`config.mk`:
```
export PLATFORM = sky130hd
export DESIGN_NAME = mem_stage_lsu
export DESIGN_NICKNAME = d
export VERILOG_FILES = /design/src/rtl/mem_stage_lsu.sv
export SDC_FILE = /design/constraint.sdc
export NUM_CORES = 1
export LEC_CHECK = 0
export ABC_CLOCK_PERIOD_IN_PS = 3000
export BUFFER_PORTS_ARGS = -buffer_cell sky130_fd_sc_hd__buf_2
export CORE_MARGIN = 1
export CORE_UTILIZATION = 53
export DETAILED_ROUTE_END_ITERATION = 8
export PLACE_DENSITY = 0.94
export SLEW_MARGIN = 30
export SYNTH_ARGS = -nofsm -noshare
export SYNTH_HDL_FRONTEND = slang
export SYNTH_SLANG_ARGS = --single-unit
```
`constraint.sdc`:
```
create_clock -name clk -period 3 [get_ports clk]
set_input_delay 0.15 -clock clk [delete_from_list [all_inputs] [get_ports clk]]
set_output_delay 0.15 -clock clk [all_outputs]
set_load 0.01 [all_outputs]
```
`src/rtl/mem_stage_lsu.sv`:
```
// rtl/mem_stage_lsu.sv - memory-stage load/store unit, initiator toward data memory
//
// Optional feature macro: MISALIGN_TRAP_EN (misaligned half/word accesses trap
// instead of issuing a request; default build ignores misalignment).
//
// Ports:
//   clk, rst_n                 clock, asynchronous active-low reset
//   MemWriteM, MemReadM        store / load in MEM stage (both high = load)
//   funct3M                    access size and signedness
//   ALUResultM, WriteDataM     byte address, unshifted store data
//   StallM                     holds the upstream pipeline registers
//   ReadDataM                  extended load result, valid in DONE
//   mem_valid/mem_ready        request channel (we, addr, wdata, wstrb)
//   mem_rvalid/mem_rdata       read response channel
//   MisalignM                  misaligned-access pulse (trap build only)

module mem_stage_lsu #(
    parameter int DATA_WIDTH = 32,
    parameter int TIMEOUT_W  = 0
) (
    input  logic                  clk,
    input  logic                  rst_n,
    input  logic                  MemWriteM,
    input  logic                  MemReadM,
    input  logic [2:0]            funct3M,
    input  logic [DATA_WIDTH-1:0] ALUResultM,
    input  logic [DATA_WIDTH-1:0] WriteDataM,
    output logic                  StallM,
    output logic [DATA_WIDTH-1:0] ReadDataM,
    output logic                  mem_valid,
    input  logic                  mem_ready,
    output logic                  mem_we,
    output logic [DATA_WIDTH-1:0] mem_addr,
    output logic [DATA_WIDTH-1:0] mem_wdata,
    output logic [3:0]            mem_wstrb,
    input  logic                  mem_rvalid,
    input  logic [DATA_WIDTH-1:0] mem_rdata,
    output logic                  MisalignM
);

    if (DATA_WIDTH != 32 || TIMEOUT_W != 0) begin : g_cfg_check
        $error("mem_stage_lsu: only DATA_WIDTH=32 and TIMEOUT_W=0 are supported");
    end

    typedef enum logic [1:0] {S_IDLE, S_REQ, S_WAIT, S_DONE} state_t;

    state_t                  r_state;
    state_t                  w_next;
    logic                    w_stall;

    logic                    r_valid;
    logic                    r_we;
    logic [DATA_WIDTH-1:0]   r_addr;
    logic [DATA_WIDTH-1:0]   r_wdata;
    logic [3:0]              r_wstrb;
    logic [DATA_WIDTH-1:0]   r_rdata;
    logic [1:0]              r_off;
    logic [2:0]              r_funct3;
    logic                    r_is_load;

    logic                    w_req;
    logic [1:0]              w_a;
    logic [1:0]              w_off;
    logic [3:0]              w_strb;
    logic [DATA_WIDTH-1:0]   w_wdata;
    logic [DATA_WIDTH-1:0]   w_shifted;
    logic [DATA_WIDTH-1:0]   w_load_ext;
    logic                    w_misalign;

    assign w_req = MemWriteM | MemReadM;
    assign w_a   = ALUResultM[1:0];

    // Effective lane offset: halves only honour a[1], words always start at lane 0,
    // so a misaligned access in the non-trap build degrades to the aligned one.
    always_comb begin
        w_off  = 2'b00;
        w_strb = 4'b1111;
        case (funct3M[1:0])
            2'b00: begin
                w_off  = w_a;
                w_strb = 4'b0001 << w_a;
            end
            2'b01: begin
                w_off  = {w_a[1], 1'b0};
                w_strb = 4'b0011 << {w_a[1], 1'b0};
            end
            default: begin
                w_off  = 2'b00;
                w_strb = 4'b1111;
            end
        endcase
    end

    assign w_wdata = WriteDataM << {w_off, 3'b000};

`ifdef MISALIGN_TRAP_EN
    assign w_misalign = ((funct3M[1:0] == 2'b01) && w_a[0]) ||
                        (funct3M[1] && (w_a != 2'b00));
`else
    assign w_misalign = 1'b0;
`endif

    // Load extraction uses the offset/funct3 captured in IDLE, not the live inputs.
    assign w_shifted = mem_rdata >> {r_off, 3'b000};

    always_comb begin
        w_load_ext = w_shifted;
        case (r_funct3)
            3'b000:  w_load_ext = {{(DATA_WIDTH-8){w_shifted[7]}},   w_shifted[7:0]};
            3'b001:  w_load_ext = {{(DATA_WIDTH-16){w_shifted[15]}}, w_shifted[15:0]};
            3'b100:  w_load_ext = {{(DATA_WIDTH-8){1'b0}},           w_shifted[7:0]};
            3'b101:  w_load_ext = {{(DATA_WIDTH-16){1'b0}},          w_shifted[15:0]};
            default: w_load_ext = w_shifted;
        endcase
    end

    always_ff @(posedge clk or negedge rst_n) begin
        if (!rst_n) begin
            r_state <= S_IDLE;
        end else begin
            r_state <= w_next;
        end
    end

    // Stall drops only in DONE so the pipeline advances exactly once per access.
    always_comb begin
        w_next  = r_state;
        w_stall = w_req & (r_state != S_DONE);
        case (r_state)
            S_IDLE: begin
                if (w_req) begin
                    w_next = w_misalign ? S_DONE : S_REQ;
                end
            end
            S_REQ: begin
                if (mem_ready) begin
                    w_next = r_is_load ? S_WAIT : S_DONE;
                end
            end
            S_WAIT: begin
                if (mem_rvalid) begin
                    w_next = S_DONE;
                end
            end
            S_DONE: begin
                w_next = S_IDLE;
            end
            default: begin
                w_next = S_IDLE;
            end
        endcase
    end

    always_ff @(posedge clk or negedge rst_n) begin
        if (!rst_n) begin
            r_valid   <= 1'b0;
            r_we      <= 1'b0;
            r_addr    <= '0;
            r_wdata   <= '0;
            r_wstrb   <= 4'b0000;
            r_rdata   <= '0;
            r_off     <= 2'b00;
            r_funct3  <= 3'b000;
            r_is_load <= 1'b0;
        end else begin
            case (r_state)
                S_IDLE: begin
                    if (w_req) begin
                        if (w_misalign) begin
                            r_rdata <= '0;
                        end else begin
                            r_valid   <= 1'b1;
                            r_we      <= MemWriteM & ~MemReadM;
                            r_addr    <= {ALUResultM[DATA_WIDTH-1:2], 2'b00};
                            r_wdata   <= w_wdata;
                            r_wstrb   <= MemReadM ? 4'b0000 : w_strb;
                            r_off     <= w_off;
                            r_funct3  <= funct3M;
                            r_is_load <= MemReadM;
                        end
                    end
                end
                S_REQ: begin
                    if (mem_ready) begin
                        r_valid <= 1'b0;
                    end
                end
                S_WAIT: begin
                    if (mem_rvalid) begin
                        r_rdata <= w_load_ext;
                    end
                end
                default: begin
                end
            endcase
        end
    end

`ifdef MISALIGN_TRAP_EN
    logic r_misalign;

    always_ff @(posedge clk or negedge rst_n) begin
        if (!rst_n) begin
            r_misalign <= 1'b0;
        end else begin
            r_misalign <= (r_state == S_IDLE) & w_req & w_misalign;
        end
    end

    assign MisalignM = r_misalign;
`else
    assign MisalignM = 1'b0;
`endif

    assign StallM    = w_stall;
    assign ReadDataM = r_rdata;
    assign mem_valid = r_valid;
    assign mem_we    = r_we;
    assign mem_addr  = r_addr;
    assign mem_wdata = r_wdata;
    assign mem_wstrb = r_wstrb;

endmodule

```
== Word-level counts from Yosys, hierarchy flattened ==
Cells that the tools add are included.
Word-level totals
  output and inout port bits: 104
  word-level logic and storage cells: 49
  input bits: 105
  flip-flop bits (word level): 108
Cells by class
  bitwise gates (word level): 4
  equality and inequality tests: 11
  reduce and logical (&&, ||, !) cells: 8
  shift operators: 4
  muxes and demuxes: 12
Operators with widths (number)
  32-bit case mux with 4 select lines: 1
  32-bit by 5-bit << shifter with 32-bit output: 1
  32-bit by 5-bit right shift with 32-bit output: 1
  2-bit inequality test (second input constant): 4
  2-bit case mux with 4 select lines: 1
  4-bit case mux with 2 select lines: 1
  3-bit equality test (second input constant): 2
  2-bit 2-to-1 mux: 3
  3-bit AND reduction: 2
  2-bit by 1-bit equality test with 1-bit output (second input constant): 2
  2-bit equality test (second input constant): 2
  2-bit logical NOT: 2
  4-bit 2-to-1 mux: 1
  2-bit case mux with 2 select lines: 1
  2-bit AND reduction: 2
  1-bit by 2-bit << shifter with 4-bit output (first input constant): 1
  2-bit by 2-bit << shifter with 4-bit output (first input constant): 1
  3-bit by 1-bit equality test with 1-bit output (second input constant): 1
  3-bit logical NOT: 1
  1-bit 2-to-1 mux: 3
  1-bit AND: 2
  1-bit case mux with 2 select lines: 1
  2-bit nonzero test: 1
  1-bit inverter: 1
  1-bit OR: 1

== Longest topological paths before layout ==
  depth in word-level cells: 3
  mapped depth: 7
  depth with buffers taken out: 6

== Least setup slack after synthesis ==
No wires, ideal clock.
  path type: flip-flop to flip-flop
  start point: register r_state[0]
  end point: register r_rdata[2], in the netlist ReadDataM[2]
  path buffers: 2
  path slack: 1.373 ns
  period minus slack after synthesis: 1.627 ns
  data required time: 2.875 ns
  data arrival time: 1.502 ns
  setup time: 0.125 ns
  cell stages (with the launch flop): 7
  cells stage by stage: dfrtp_1 inv_1 ha_1 and2_1 buf_2 buf_2 mux2_2
Between the ends
  cells in the longest elaborated chain, start to end: 2
Ends and longest elaborated chain
  start, declared: RTL line 47  | state_t r_state;
  start signal, assigned: RTL line 121  | r_state <= w_next;
  2-bit equality test: RTL line 166  | case (r_state)
  2-bit AND reduction (no line)
  end signal, assigned: RTL line 190  | r_rdata <= w_load_ext;
  end, declared: RTL line 56  | logic [DATA_WIDTH-1:0] r_rdata;
No other way between the ends.
A chain may end at the register's enable or synchronous reset.

== Worst setup path in the final report ==
  start point: register r_off[0]
  end point: register r_rdata[3], in the netlist ReadDataM[3]
Between the ends
  cells in the longest elaborated chain, start to end: 2
Ends and longest elaborated chain
  start, declared: RTL line 57  | logic [1:0] r_off;
  start signal, assigned: RTL line 177  | r_off <= w_off;
  32-bit by 5-bit right shift with 32-bit output: RTL line 104  | assign w_shifted = mem_rdata >> {r_off, 3'b000};
  32-bit case mux with 4 select lines: RTL line 108  | case (r_funct3)
No other way between the ends.

==> metrics.txt <==
Yosys cell types=44; nets@finish=782; crit-path max FO=20; max-cap violation count=0; number of synthesized flops with an enable pin=0; area of the multi-input gates=0.00236 mm²; # setup viols final=0; drt via density=5.55; Tcrit/Tclk final=66.7%; DRC=0; top post-synthesis cells by count=108 x dfrtp_1, 59 x nand2_1, 50 x mux2_2; dpl cells=775; final core utilization=69.5%; CP arrival=2260 ps; starting density of the core=54.4%; Avg Cell Area, Syn=11.5 µm²; die height=102 µm; Hold Fails Final Rpt=0; Final min period=2000 ps; CP Capture Type=register; Post-synth ARST share=100%; H-tree depth=3; Skew-Pair Late Insertion Delay=370 ps; Cell Pwr Density=1000 mW/mm²; Area Growth Syn to Fin=27.7%; cell area after synthesis=0.00527 mm²; clk_skew=9.85 ps; top-count cell post-synth=dfrtp_1; Required @ worst endpoint=3260 ps; min-delay worst type=in2reg; clk slew on worst S/H paths=100 ps; largest net degree at the start of global routing=71; WHS=5.80 ps; run status=complete, no violations; final non-filler cell total=810; DPL Wire Length=10500 µm; worst-margin pin slew=788 ps; Sum Neg Setup Slack=0 ps; # diodes=0; RD Place Congestion=0.898; PortBufs=205; routed wire length=14900 µm; Main synth FF type=dfrtp_1; io pins=209; clk sinks=108; fill count=682; Clock Path Buffers=2; Final Max Tran Viols=0; vias=4493; unrepaired setup endpoints after global routing=false; row count=36; Slew HR=47.2%; Max VDD drop=573 µV; synthesized instance count=460; first-pass GRT wire length=22700 µm; Register Area=0.00270 mm²; WL/cell=18.4 µm; hold buffers post-CTS=19; leakage=0.00326 µW; synthesized flop and latch total=108; Synth area leaders=dfrtp_1 51%, mux2_2 11%, mux2i_1 9.1%, nand2_1 4.2%, o21ai_0 2.1%; YS warnings=0; Die W=102 µm; cts bufs inserted=9; CTS root buf=clkbuf_8; Crit Path Class=reg2reg; sequential area share after synthesis=51.3%; initial antenna violation count=1; setup bufs post-CTS=0; drt pass-1 iters=5; grt total ovfl=0; GRT Util Overall=29.3%; area of the core=0.00968 mm²; share of layout cells above drive strength 1=44.3%; die area=0.0103 mm²; number of global-route vias before repair=4641; post-route ant nets=0; Fmax=500 MHz; CTS tree=built; nature of the critical path startpoint=register; cell type with the highest aggregate area in the netlist=dfrtp_1; post-CTS resize count=0; DRT iter0 DRCs=165; area share of the largest cell type after synthesis=51.3%
per-layer routing:
layer	share of wire [%]	global-route usage, %	wire (µm)
met2	52	52.5	7700
met4	3.3	14.5	484
met3	7.4	6.76	1110
met5	0.067	0	10
met1	38	32.7	5590
final cells by class:
class	instances	area share, %
sequential	108	40.1
multi-input combinational	318	35.0
timing repair buffer	232	19.2
tap	133	2.47
clock buffer	10	2.04
clock inverter	6	0.929
inverter	3	0.167
flip-flops by register name, summed over array words and instances (netlist names):
| name | count |
|---|---|
| r_is_load | 1 |
| r_off | 2 |
| mem_wdata | 32 |
| mem_we | 1 |
| ReadDataM | 32 |
| mem_addr | 30 |
| r_state | 2 |
| mem_wstrb | 4 |
| mem_valid | 1 |
| r_funct3 | 3 |
kinds of logic (layout without fill, tap and decap cells):
family	count (synthesis)	in the layout	share of synthesized area [%]
mux	101	101	20.6
compound gates	97	97	13.2
other cells	1	3	0.0711
flops	108	108	51.3
buf+inv	36	251	4.39
simple gates	111	111	9.14
xor+xnor	1	1	0.166
fa+ha+maj	5	5	1.19
final timing paths:
path / from / endpoint / slack [ps] / cells after the start
max in group asynchronous: rst_n / mem_addr[28]$_DFFE_PN0P_ / 1880 / 3
min reg2reg: mem_we$_DFFE_PN0P_ / mem_we$_DFFE_PN0P_ / 490 / 1
max: r_off[0]$_DFFE_PN0P_ / ReadDataM[3]$_DFFE_PN0P_ / 1000 / 5
min in group asynchronous: rst_n / ReadDataM[2]$_DFFE_PN0P_ / 340 / 2
min: ALUResultM[22] / mem_addr[22]$_DFFE_PN0P_ / 6 / 2
max reg2reg: r_off[0]$_DFFE_PN0P_ / ReadDataM[3]$_DFFE_PN0P_ / 1000 / 5
worst max-delay path, cell delays in order, from the launching register on:
cell and delay [ps]:
dfrtp_1 840, buf_4 360, nor2b_1 70, a211oi_1 270, a21oi_1 70, mux2_2 270
power breakdown:
part | switching [µW] | total [µW] | internal, µW
clock | 503 | 913 | 410
combinational | 1710 | 3190 | 1480
sequential | 472 | 2650 | 2180
cells in the final DEF (no fill, tap or decap), types with 2 or more instances in the layout:
| cell | n |
|---|---|
| mux2i_1 | 48 |
| nand2b_1 | 3 |
| a211oi_1 | 7 |
| o22a_1 | 9 |
| buf_4 | 7 |
| clkinv_2 | 3 |
| nor2b_1 | 11 |
| nor2_2 | 2 |
| and2_1 | 2 |
| mux2_4 | 2 |
| clkbuf_8 | 10 |
| o31ai_1 | 4 |
| a21oi_2 | 7 |
| inv_1 | 3 |
| nand2_1 | 59 |
| dfrtp_1 | 108 |
| nor2_1 | 29 |
| ha_1 | 5 |
| o21ai_0 | 22 |
| a22o_1 | 2 |
| dlygate4sd3_1 | 19 |
| o21ai_4 | 2 |
| conb_1 | 3 |
| mux2_2 | 50 |
| a2bb2oi_1 | 8 |
| o21ai_1 | 5 |
| a21oi_1 | 16 |
| buf_2 | 204 |
| o2bb2ai_1 | 7 |
per-stage QoR:
step | power (µW) | instance area (µm²) | setup slack [ps]
6_report | 6750 | 6730 | 1000
3_5_place_dp | 5800 | 6340 | 1030
3_3_place_gp | 5630 | 6340 | 1170
4_1_cts | 6740 | 6730 | 1020
2_1_floorplan | 4640 | 5280 | 1370
5_1_grt | 7180 | 6730 | 852
Note: power is estimated with default switching activity, not from simulation.
